===== config.mk =====
export PLATFORM = sky130hd
export DESIGN_NAME = vga_timing_gen_flat
export DESIGN_NICKNAME = d
export VERILOG_FILES = /design/src/rtl/vga_timing_gen_if.sv /design/src/rtl/vga_timing_gen.sv /design/src/flat_wrapper.sv
export SDC_FILE = /design/constraint.sdc
export NUM_CORES = 1
export LEC_CHECK = 0
export ABC_AREA = 1
export CORE_UTILIZATION = 30
export DETAILED_ROUTE_END_ITERATION = 7
export GPL_TIMING_DRIVEN = 0
export PLACE_DENSITY_LB_ADDON = 0.08
export SETUP_SLACK_MARGIN = 0.05
export SLEW_MARGIN = 40
export SYNTH_ARGS = -nofsm -noshare
export SYNTH_HDL_FRONTEND = slang
export SYNTH_SLANG_ARGS = --single-unit

===== constraint.sdc =====
create_clock -name clk -period 1.5 [get_ports clk]
set_input_delay 0.15 -clock clk [delete_from_list [all_inputs] [get_ports clk]]
set_output_delay 0.15 -clock clk [all_outputs]
set_load 0.03 [all_outputs]

===== src/rtl/vga_timing_gen_if.sv =====
`default_nettype none
// ============================================================================
//  Module      : vga_timing_gen_if
//  Description : Raster timing bundle between the VGA timing generator
//                (master) and the pixel pipeline / renderer (slave).
//  Revision    : 1.0 - initial release
// ============================================================================
interface vga_timing_gen_if #(
    parameter int CW  = 10,
    parameter int FCW = 8
);
    logic           pix_en;
    logic [CW-1:0]  hcount;
    logic [CW-1:0]  vcount;
    logic           h_sync;
    logic           v_sync;
    logic           video_on;
    logic           line_start;
    logic           frame_start;
    logic [FCW-1:0] frame_cnt;

    // Timing generator side: consumes the pixel enable, drives the raster.
    modport master (
        input  pix_en,
        output hcount, vcount, h_sync, v_sync, video_on,
               line_start, frame_start, frame_cnt
    );

    // Consumer side: supplies the pixel enable, observes the raster.
    modport slave (
        output pix_en,
        input  hcount, vcount, h_sync, v_sync, video_on,
               line_start, frame_start, frame_cnt
    );
endinterface
`default_nettype wire


===== src/rtl/vga_timing_gen.sv =====
`default_nettype none
// ============================================================================
//  Module      : vga_timing_gen
//  Description : Parametrised VGA raster timing generator. Pixel/line
//                counters, polarity-selectable syncs, video-active flag and
//                one-clock line/frame start strobes. All outputs registered
//                and decoded from next-state counts (zero skew).
//                Optional completed-frame counter: VGA_TIMING_FRAME_CNT_EN.
//  Revision    : 1.0 - initial release
// ============================================================================
module vga_timing_gen #(
    parameter int CW       = 10,
    parameter int H_ACTIVE = 640,
    parameter int H_FP     = 16,
    parameter int H_SYNC   = 96,
    parameter int H_BP     = 48,
    parameter int V_ACTIVE = 480,
    parameter int V_FP     = 10,
    parameter int V_SYNC   = 2,
    parameter int V_BP     = 33,
    parameter int H_POL    = 0,
    parameter int V_POL    = 0,
    parameter int FCW      = 8
) (
    input  wire logic        clk,
    input  wire logic        rst,
    vga_timing_gen_if.master bus
);

    localparam int c_H_TOTAL = H_ACTIVE + H_FP + H_SYNC + H_BP;
    localparam int c_V_TOTAL = V_ACTIVE + V_FP + V_SYNC + V_BP;

    localparam logic [CW-1:0] c_H_LAST     = CW'(c_H_TOTAL - 1);
    localparam logic [CW-1:0] c_V_LAST     = CW'(c_V_TOTAL - 1);
    localparam logic [CW-1:0] c_H_ACT      = CW'(H_ACTIVE);
    localparam logic [CW-1:0] c_V_ACT      = CW'(V_ACTIVE);
    localparam logic [CW-1:0] c_HS_FIRST   = CW'(H_ACTIVE + H_FP);
    localparam logic [CW-1:0] c_HS_LAST    = CW'(H_ACTIVE + H_FP + H_SYNC - 1);
    localparam logic [CW-1:0] c_VS_FIRST   = CW'(V_ACTIVE + V_FP);
    localparam logic [CW-1:0] c_VS_LAST    = CW'(V_ACTIVE + V_FP + V_SYNC - 1);
    localparam logic          c_H_ACT_LVL  = 1'(H_POL);
    localparam logic          c_V_ACT_LVL  = 1'(V_POL);

    logic [CW-1:0] r_hcount;
    logic [CW-1:0] r_vcount;
    logic          r_h_sync;
    logic          r_v_sync;
    logic          r_video_on;
    logic          r_line_start;
    logic          r_frame_start;

    logic [CW-1:0] w_h_next;
    logic [CW-1:0] w_v_next;
    logic          w_h_wrap;
    logic          w_v_wrap;
    logic          w_hs_on;
    logic          w_vs_on;
    logic          w_video_next;

    assign w_h_wrap = bus.pix_en && (r_hcount == c_H_LAST);
    assign w_v_wrap = w_h_wrap && (r_vcount == c_V_LAST);

    // Next-state counts; everything registered below is decoded from these so
    // the syncs and video flag line up with the counters they describe.
    always_comb begin
        w_h_next = r_hcount;
        w_v_next = r_vcount;
        if (bus.pix_en) begin
            w_h_next = w_h_wrap ? '0 : r_hcount + CW'(1);
        end
        if (w_h_wrap) begin
            w_v_next = w_v_wrap ? '0 : r_vcount + CW'(1);
        end
    end

    assign w_hs_on      = (w_h_next >= c_HS_FIRST) && (w_h_next <= c_HS_LAST);
    assign w_vs_on      = (w_v_next >= c_VS_FIRST) && (w_v_next <= c_VS_LAST);
    assign w_video_next = (w_h_next < c_H_ACT) && (w_v_next < c_V_ACT);

    // Raster state and registered decodes; strobes fire only on a real wrap,
    // so the reset-release cycle is never strobed.
    always_ff @(posedge clk or posedge rst) begin
        if (rst) begin
            r_hcount      <= '0;
            r_vcount      <= '0;
            r_h_sync      <= ~c_H_ACT_LVL;
            r_v_sync      <= ~c_V_ACT_LVL;
            r_video_on    <= 1'b1;
            r_line_start  <= 1'b0;
            r_frame_start <= 1'b0;
        end else begin
            r_hcount      <= w_h_next;
            r_vcount      <= w_v_next;
            r_h_sync      <= w_hs_on ? c_H_ACT_LVL : ~c_H_ACT_LVL;
            r_v_sync      <= w_vs_on ? c_V_ACT_LVL : ~c_V_ACT_LVL;
            r_video_on    <= w_video_next;
            r_line_start  <= w_h_wrap;
            r_frame_start <= w_v_wrap;
        end
    end

    assign bus.hcount      = r_hcount;
    assign bus.vcount      = r_vcount;
    assign bus.h_sync      = r_h_sync;
    assign bus.v_sync      = r_v_sync;
    assign bus.video_on    = r_video_on;
    assign bus.line_start  = r_line_start;
    assign bus.frame_start = r_frame_start;

`ifdef VGA_TIMING_FRAME_CNT_EN
    logic [FCW-1:0] r_frame_cnt;

    // Completed-frame counter, stepping on the same edge that raises frame_start.
    always_ff @(posedge clk or posedge rst) begin
        if (rst) begin
            r_frame_cnt <= '0;
        end else if (w_v_wrap) begin
            r_frame_cnt <= r_frame_cnt + FCW'(1);
        end
    end

    assign bus.frame_cnt = r_frame_cnt;
`else
    assign bus.frame_cnt = {FCW{1'b0}};
`endif

endmodule
`default_nettype wire


===== src/flat_wrapper.sv =====
// flat-port wrapper written by rule: the top's interface ports become plain ports
module vga_timing_gen_flat 
#(
    parameter int CW       = 10,
    parameter int H_ACTIVE = 640,
    parameter int H_FP     = 16,
    parameter int H_SYNC   = 96,
    parameter int H_BP     = 48,
    parameter int V_ACTIVE = 480,
    parameter int V_FP     = 10,
    parameter int V_SYNC   = 2,
    parameter int V_BP     = 33,
    parameter int H_POL    = 0,
    parameter int V_POL    = 0,
    parameter int FCW      = 8
)
  (clk, rst, bus_pix_en, bus_hcount, bus_vcount, bus_h_sync, bus_v_sync, bus_video_on, bus_line_start, bus_frame_start, bus_frame_cnt);
  vga_timing_gen_if #(.CW(CW), .FCW(FCW)) bus_i ();
  input  wire logic clk;
  input  wire logic rst;
  input wire logic [$bits(bus_i.pix_en)-1:0] bus_pix_en;
  output wire logic [$bits(bus_i.hcount)-1:0] bus_hcount;
  output wire logic [$bits(bus_i.vcount)-1:0] bus_vcount;
  output wire logic [$bits(bus_i.h_sync)-1:0] bus_h_sync;
  output wire logic [$bits(bus_i.v_sync)-1:0] bus_v_sync;
  output wire logic [$bits(bus_i.video_on)-1:0] bus_video_on;
  output wire logic [$bits(bus_i.line_start)-1:0] bus_line_start;
  output wire logic [$bits(bus_i.frame_start)-1:0] bus_frame_start;
  output wire logic [$bits(bus_i.frame_cnt)-1:0] bus_frame_cnt;
  assign bus_i.pix_en = bus_pix_en;
  assign bus_hcount = bus_i.hcount;
  assign bus_vcount = bus_i.vcount;
  assign bus_h_sync = bus_i.h_sync;
  assign bus_v_sync = bus_i.v_sync;
  assign bus_video_on = bus_i.video_on;
  assign bus_line_start = bus_i.line_start;
  assign bus_frame_start = bus_i.frame_start;
  assign bus_frame_cnt = bus_i.frame_cnt;
  vga_timing_gen #(.CW(CW), .H_ACTIVE(H_ACTIVE), .H_FP(H_FP), .H_SYNC(H_SYNC), .H_BP(H_BP), .V_ACTIVE(V_ACTIVE), .V_FP(V_FP), .V_SYNC(V_SYNC), .V_BP(V_BP), .H_POL(H_POL), .V_POL(V_POL), .FCW(FCW)) u_core (.clk(clk), .rst(rst), .bus(bus_i));
endmodule

==> metrics.log, run 1 <==
INFO  metric worst-endpoint-arrival = 1.84 ns
INFO  metric final_net_count = 276
INFO  metric period_needed = 1.62 ns
INFO  metric post_drt_wl_per_cell = 11.5 µm
INFO  metric critPathMaxStageDelay = 0.45 ns
INFO  metric max-clock-path-buffers = 2
INFO  metric max_cap_violations = 0
INFO  metric vias_in_the_first_global_route = 1,389
INFO  metric route.antenna.remaining_nets = 0
INFO  metric fillers = 556
INFO  metric final_util = 0.453
INFO  metric synth.area.top_cells = dfrtp_1 35%, nand2_1 15%, inv_1 8.0%
INFO  metric insertion_delay = 0.28 ns
INFO  metric final.period_utilization = 1.08
INFO  metric synth_top_family_by_area = simple AND/OR/NAND/NOR gates
INFO  metric whs = 0.229 ns
INFO  metric detailroute.via_count = 1,478
INFO  metric violations = setup timing
INFO  metric cts.clk_slew.worst_paths = 0.10 ns
INFO  metric initial_core_utilization = 0.311
INFO  metric max_clock_freq = 616 MHz
INFO  metric critical_path.startpoint_type = flop
INFO  metric row_count = 26
INFO  metric critical_path.slowest_cell = dfrtp_2
INFO  metric post_route_cells_drive_above_1_share = 0.335
INFO  metric synthMuxAreaShare = 0
INFO  metric synth_cell_type_count = 28
INFO  metric synth-edff-count = 0
INFO  metric synthAdderAreaFrac = 0.0236
INFO  metric chipWidth = 74.8 µm
INFO  metric worst-path-max-fanout = 7
INFO  metric die_y = 74.8 µm
INFO  metric post-route-drc-count = 0
INFO  metric tritoncts = built
INFO  metric flow.area_growth_from_synthesis = 45.7%
INFO  metric wl = 3.89 mm
INFO  metric timing_worst_setup_path_type = reg -> reg
INFO  metric worstPathCellList = ha_4 -> nand3_4 -> nor2_4 -> nand2_4 -> inv_6 -> buf_12 -> nand3_2 -> nand2_2 -> nor2_2 -> nand2_1 -> nor2_1 -> nand2_1
INFO  metric yosysWarnings = 0
INFO  metric post_synthesis_sequential_area_ratio = 0.396
INFO  metric dr_iter_0_viols = 57
INFO  metric run_status = finished with violations
INFO  metric place_inst = 317
INFO  metric post-route-worst-setup-slack = -0.123 ns
INFO  metric post_synth_top_flop = dfrtp_1
INFO  metric postPlaceCellArea = 2010 µm²
INFO  metric layout.cell_area.non_filler = 2310 µm²
INFO  metric post_drt_via_cell_ratio = 4.36
INFO  metric grt_pass1_wl = 6.39 mm
INFO  metric placeableCoreArea = 5110 µm²
INFO  metric power.leakage = 1.23 nW
INFO  metric place_ws = -0.471 ns
INFO  metric grt_setup_unrepaired = true
INFO  metric timing_hold_violations_final = 0
INFO  metric async_flop_share = 1.00
INFO  metric worst_slew_margin_rel = 0.636
INFO  metric gp_congestion = 0.797
INFO  metric synthesized_instance_count = 213
INFO  metric cp_common_cell = nand2_1
INFO  metric floorplan.die_area = 5590 µm²
INFO  metric synthDominantCellAreaShare = 0.347
INFO  metric netlist.top_cell.by_area = dfrtp_1
INFO  metric detailedPlacementHpwl = 2.72 mm
INFO  metric ys_ff_latch = 25
INFO  metric cts.hold.buffers_added = 0
INFO  metric antenna_found_initial = 0
INFO  metric post_synthesis_share_of_cell_area_spent_on_and_or_nand_and_nor_gates = 0.355
INFO  metric htreeDepth = 1
INFO  metric clock_skew = 0.00324 ns
INFO  metric ir_drop = 0.438 mV
INFO  metric critPathRequiredTime = 1.72 ns
INFO  metric mappedNetlistArea = 1590 µm²
INFO  metric drt-pass1-iter-count = 4
INFO  metric worst-path-buf-inv = 2
INFO  metric syn-mean-instance-area = 7.45 µm²
INFO  metric io_port_bufs = 27
INFO  metric power_density = 1160 nW/µm²
INFO  metric antenna_cells = 0
INFO  metric final_number_of_max_transition_violations = 0
INFO  metric ioPinCount = 36
INFO  metric layout.cells.non_filler = 339
INFO  metric xor_and_xnor_area_share_after_synthesis = 0.0323
INFO  metric worst_max_slew_pin_slew = 0.546 ns
INFO  metric compound_gate_portion_of_the_synthesized_area = 0.0489
INFO  metric regToRegSetupSlack = -0.12 ns
INFO  metric crit_family = simple AND/OR/NAND/NOR gates
INFO  metric gr-total-overflow = 0
INFO  metric numClockSinks = 25
INFO  metric gr-usage-all-layers = 0.153
INFO  metric timing.critical_path.to_type = flop
INFO  metric fin_setup_tns = -0.363 ns
INFO  metric cts.root.buffer_cell = clkbuf_8
INFO  metric cts_inserted_buffers = 3
INFO  metric report.final.setup_viol = 6
INFO  metric min-delay-path-class = in -> async
INFO  metric report.power.total = 2.70 mW
INFO  metric grt_start_max_net_pins = 26
## synth_stat cells (all sizes together) (2+ instances only)
library cell,instances
o21ai,5
nand3b,2
o21bai,2
nand4,5
ha,3
inv,36
buf,10
dfstp,3
nand2,64
xor2,5
nand3,24
nor3,2
nor2,25
dfrtp,22
a21oi,3
## power by group
| part | total (mW) | internal, mW | switching [mW] |
|---|---|---|---|
| logic | 1.23 | 0.447 | 0.781 |
| registers | 1.03 | 0.849 | 0.181 |
| clock network | 0.437 | 0.191 | 0.246 |
## flip-flops by register name, indices dropped and copies added, names as in the netlist
signal and count:
u_core.bus.video_on 1, u_core.bus.line_start 1, u_core.bus.h_sync 1, u_core.bus.hcount 10, u_core.bus.frame_start 1, u_core.bus.v_sync 1
u_core.bus.vcount 10
## timing repair
item	4_1_cts	5_1_grt
resized for setup	29	41
pin swaps	8	17
endpoints found under the setup margin	32	17
setup buffers	11	8
## cells by family after synthesis
logic type / Yosys count
flip-flops: 25
AO/OA/AOI/OAI: 11
XOR/XNOR: 5
adder cells (fa/ha/maj): 3
buffers and inverters: 46
other: 1
AND/OR/NAND/NOR: 122
## cell type report
type                       count  area [µm²]  share of cell area
multi-input combinational    149         903               0.390
inverter                      36         140              0.0606
sequential                    25         642               0.277
buffer                        10        91.3              0.0395
timing repair buffer          45         404               0.175
tap                           70        87.6              0.0379
clock buffer                   4        45.0              0.0195
## routing by layer
metal | vias up | track usage | part of all wire
met4 | 0 | 0.0335 | 0.012
met3 | 7 | 0.0388 | 0.035
li1 | 754 | - | -
met1 | 689 | 0.179 | 0.44
met5 | - | 0 | 0
met2 | 28 | 0.281 | 0.51
## worst register-to-register path: stages (launching register included)
cell and delay (ns):
dfrtp_2 0.45, ha_4 0.18, nand3_4 0.09, nor2_4 0.05, nand2_4 0.13, inv_6 0.07, buf_12 0.15, nand3_2 0.08
nand2_2 0.06, nor2_2 0.09, nand2_1 0.06, nor2_1 0.11, nand2_1 0.07
## layout by cell type, fill, tap and decap left out, types with 3 or more instances in the layout
cell type      count
nand2_1           57
inv_1             28
dlygate4sd2_1     23
buf_4             20
nor2_1            16
nand3_1           13
dfrtp_1           12
dfrtp_2           10
nand3_2            8
conb_1             8
inv_2              7
buf_6              7
nor2_2             6
nand4_1            5
nand2_4            4
nand3_4            3
nor2_4             3
nand2_2            3
xor2_1             3
clkbuf_8           3
dfstp_2            3
## path summary, 6_finish.rpt
| path | from | endpoint | depth (start not counted) |
|---|---|---|---|
| setup reg to reg | u_core.bus.hcount[1]$_DFF_PP0_ | u_core.bus.v_sync$_DFF_PP1_ | 12 |
| hold / removal | rst | u_core.bus.hcount[4]$_DFF_PP0_ | 2 |
| setup / recovery | u_core.bus.hcount[1]$_DFF_PP0_ | u_core.bus.v_sync$_DFF_PP1_ | 12 |
| max in group asynchronous | rst | u_core.bus.vcount[2]$_DFF_PP0_ | 2 |
| min in group clk | u_core.bus.hcount[1]$_DFF_PP0_ | u_core.bus.hcount[1]$_DFF_PP0_ | 2 |
| hold reg to reg | u_core.bus.hcount[1]$_DFF_PP0_ | u_core.bus.hcount[1]$_DFF_PP0_ | 2 |
No activity file was read; power rests on OpenSTA's default activity.
==> inputs of run 2 (changes only) <==
- CORE_UTILIZATION: 30 -> 45
==> run 2 against run 1 <==
Effect of this change:
- sequential share of layout area down 0.084 points
- register-to-register slack got worse by 0.02 ns
- the run still ends with setup timing left
- non-clock buffer count up 4
- critical endpoint is now u_core.bus.video_on$_DFF_PP1_
==> metrics.log, run 2 (same netlist as run 1, synthesis figures left out) <==
INFO  metric layout.cell_area.non_filler = 2320 µm² (+0.11%)
INFO  metric power.switching = 1.17 mW (-3.1%)
INFO  metric netSwitchingFraction = 0.455 (+0.00691)
INFO  metric initial_core_utilization = 0.472 (+0.161)
INFO  metric cts_inserted_buffers = 3 (unchanged)
INFO  metric htreeDepth = 1 (unchanged)
INFO  metric final_number_of_max_transition_violations = 0 (unchanged)
INFO  metric cts.root.buffer_cell = clkbuf_4
INFO  metric clock_skew = 0.0128 ns (+0.00958 ns)
INFO  metric critical_path.startpoint_type = flop
INFO  metric sequential_power_share = 0.397 (+0.015)
INFO  metric critPathRequiredTime = 1.78 ns (+0.06 ns)
INFO  metric row_count = 21 (-19%)
INFO  metric timing.critical_path.to_type = flop
INFO  metric vias_in_the_first_global_route = 1,296 (-6.7%)
INFO  metric cts.hold.buffers_added = 0 (unchanged)
INFO  metric share_clk_of_total_power = 0.120 (-0.042)
INFO  metric final_util = 0.689 (+0.236)
INFO  metric drt-pass1-iter-count = 4 (unchanged)
INFO  metric max-clock-path-buffers = 2 (unchanged)
INFO  metric worst_slew_margin_rel = 0.643 (+0.00720)
INFO  metric layout_commonest_cell = nand2_1
INFO  metric dr_iter_0_viols = 67 (+18%)
INFO  metric final_net_count = 280 (+1.4%)
INFO  metric antenna_found_initial = 0 (unchanged)
INFO  metric p_int = 1.40 mW (-5.7%)
INFO  metric placeableCoreArea = 3360 µm² (-34%)
INFO  metric report.power.total = 2.57 mW (-4.5%)
INFO  metric post-route-worst-setup-slack = -0.144 ns (-0.0208 ns)
INFO  metric violations = setup timing
INFO  metric whs = 0.173 ns (-0.0561 ns)
INFO  metric grt_setup_unrepaired = true
INFO  metric wl = 3.75 mm (-3.7%)
INFO  metric power_frac_comb = 0.483 (+0.027)
INFO  metric worst-endpoint-arrival = 1.92 ns (+0.08 ns)
INFO  metric worstPathCellList = inv_4 -> ha_4 -> nand2_2 -> nor2_1 -> nand3b_1 -> buf_4 -> inv_2 -> nand2_4 -> nand3_4 -> nand3_4 -> nor2_2 -> nor2_1
INFO  metric power_density = 1110 nW/µm² (-4.6%)
INFO  metric gr-total-overflow = 0 (unchanged)
INFO  metric die_y = 61.4 µm (-18%)
INFO  metric route.antenna.remaining_nets = 0 (unchanged)
INFO  metric final.period_utilization = 1.10 (+0.0139)
INFO  metric grt_start_max_net_pins = 26 (unchanged)
INFO  metric max_cap_violations = 0 (unchanged)
INFO  metric detailedPlacementHpwl = 2.55 mm (-6.2%)
INFO  metric min-delay-path-class = in -> async
INFO  metric gp_congestion = 0.839 (+5.3%)
INFO  metric timing_hold_violations_final = 0 (unchanged)
INFO  metric commonest_non_fill_non_tap_cells_in_the_layout = 59 x nand2_1, 28 x inv_1, 25 x buf_4
INFO  metric floorplan.die_area = 3770 µm² (-33%)
INFO  metric crit_family = simple AND/OR/NAND/NOR gates
INFO  metric postPlaceCellArea = 1980 µm² (-1.5%)
INFO  metric post-route-drc-count = 0 (unchanged)
INFO  metric worst-path-max-fanout = 4 (-3)
INFO  metric post_drt_via_cell_ratio = 4.67 (+7.2%)
INFO  metric power.leakage = 1.19 nW (-2.7%)
INFO  metric ioPinCount = 36 (unchanged)
INFO  metric numClockSinks = 25 (unchanged)
INFO  metric critical_path.slowest_cell = dfrtp_2
INFO  metric max_clock_freq = 608 MHz (-1.3%)
INFO  metric cts.clk_slew.worst_paths = 0.15 ns (+0.05 ns)
INFO  metric gr-usage-all-layers = 0.203 (+0.0501)
INFO  metric critPathMaxStageDelay = 0.47 ns (+0.02 ns)
INFO  metric grt_pass1_wl = 5.57 mm (-13%)
INFO  metric worst-path-buf-inv = 3 (+1)
INFO  metric post_drt_wl_per_cell = 11.8 µm (+2.4%)
INFO  metric detailroute.via_count = 1,491 (+0.88%)
INFO  metric report.final.setup_viol = 7 (+1)
INFO  metric insertion_delay = 0.32 ns (+0.04 ns)
INFO  metric ir_drop = 0.419 mV (-4.3%)
INFO  metric tritoncts = built
INFO  metric worst_max_slew_pin_slew = 0.535 ns (-0.0108 ns)
INFO  metric period_needed = 1.64 ns (+0.0208 ns)
INFO  metric flow.area_growth_from_synthesis = 45.9%
INFO  metric io_port_bufs = 27 (unchanged)
INFO  metric timing_worst_setup_path_type = reg -> reg
INFO  metric run_status = finished with violations
INFO  metric post_route_cells_drive_above_1_share = 0.348 (+0.0134)
INFO  metric chipWidth = 61.4 µm (-18%)
INFO  metric antenna_cells = 0 (unchanged)
## run 2: per-layer routing
layer  GRT usage  wire length [µm]
met1       0.248              1620
met2       0.376              1970
met3      0.0210               113
met4      0.0635                52
met5           0                 0
## run 2: cell type report
cell class | instances | area (µm²)
tap | 46 | 57.6
timing repair buffer | 49 | 440
buffer | 10 | 87.6
clock buffer | 3 | 22.5
fill | 310 | 1050
clock inverter | 1 | 5.00
inverter | 36 | 148
sequential | 25 | 641
multi-input combinational | 149 | 915
## run 2: path summary, 6_finish.rpt
kind                                                      from                             end  slack, ns  cells past startpoint
min in group clk                u_core.bus.hcount[2]$_DFF_PP0_  u_core.bus.hcount[2]$_DFF_PP0_       0.61                      2
worst max-delay path            u_core.bus.vcount[0]$_DFF_PP0_   u_core.bus.video_on$_DFF_PP1_      -0.14                     12
max in group asynchronous                                  rst  u_core.bus.vcount[1]$_DFF_PP0_       0.93                      2
worst max register to register  u_core.bus.vcount[0]$_DFF_PP0_   u_core.bus.video_on$_DFF_PP1_      -0.14                     12
worst min-delay path                                       rst  u_core.bus.hcount[4]$_DFF_PP0_       0.17                      2
worst min register to register  u_core.bus.hcount[2]$_DFF_PP0_  u_core.bus.hcount[2]$_DFF_PP0_       0.61                      2
## run 2: stage by stage
stage	setup TNS (ns)	std cells	setup slack [ns]
2_1_floorplan	-0.219	220	-0.118
3_3_place_gp	-1.66	293	-0.414
3_5_place_dp	-1.76	293	-0.449
4_1_cts	-0.414	308	-0.148
5_1_grt	-1.26	319	-0.242
6_report	-0.545	319	-0.144
## run 2: timing repair
action	in CTS	in global routing
pin swaps	9	12
setup buffers	10	11
cloned	1	0
setup endpoints to repair	36	20
resized for setup	36	41
## run 2: power groups by stage
stage / clock network [mW] / registers, mW / logic (mW)
2_1_floorplan: 0 / 1.30 / 0.516
3_3_place_gp: 0 / 1.05 / 1.16
3_5_place_dp: 0 / 1.05 / 1.18
4_1_cts: 0.327 / 1.02 / 1.14
5_1_grt: 0.343 / 1.04 / 1.37
6_report: 0.308 / 1.02 / 1.24
==> inputs of run 3 (changes only) <==
- CAP_MARGIN: unset -> 20
==> results of run 3 <==
Same layout as run 2: the final DEF is identical, and so are final timing and power.
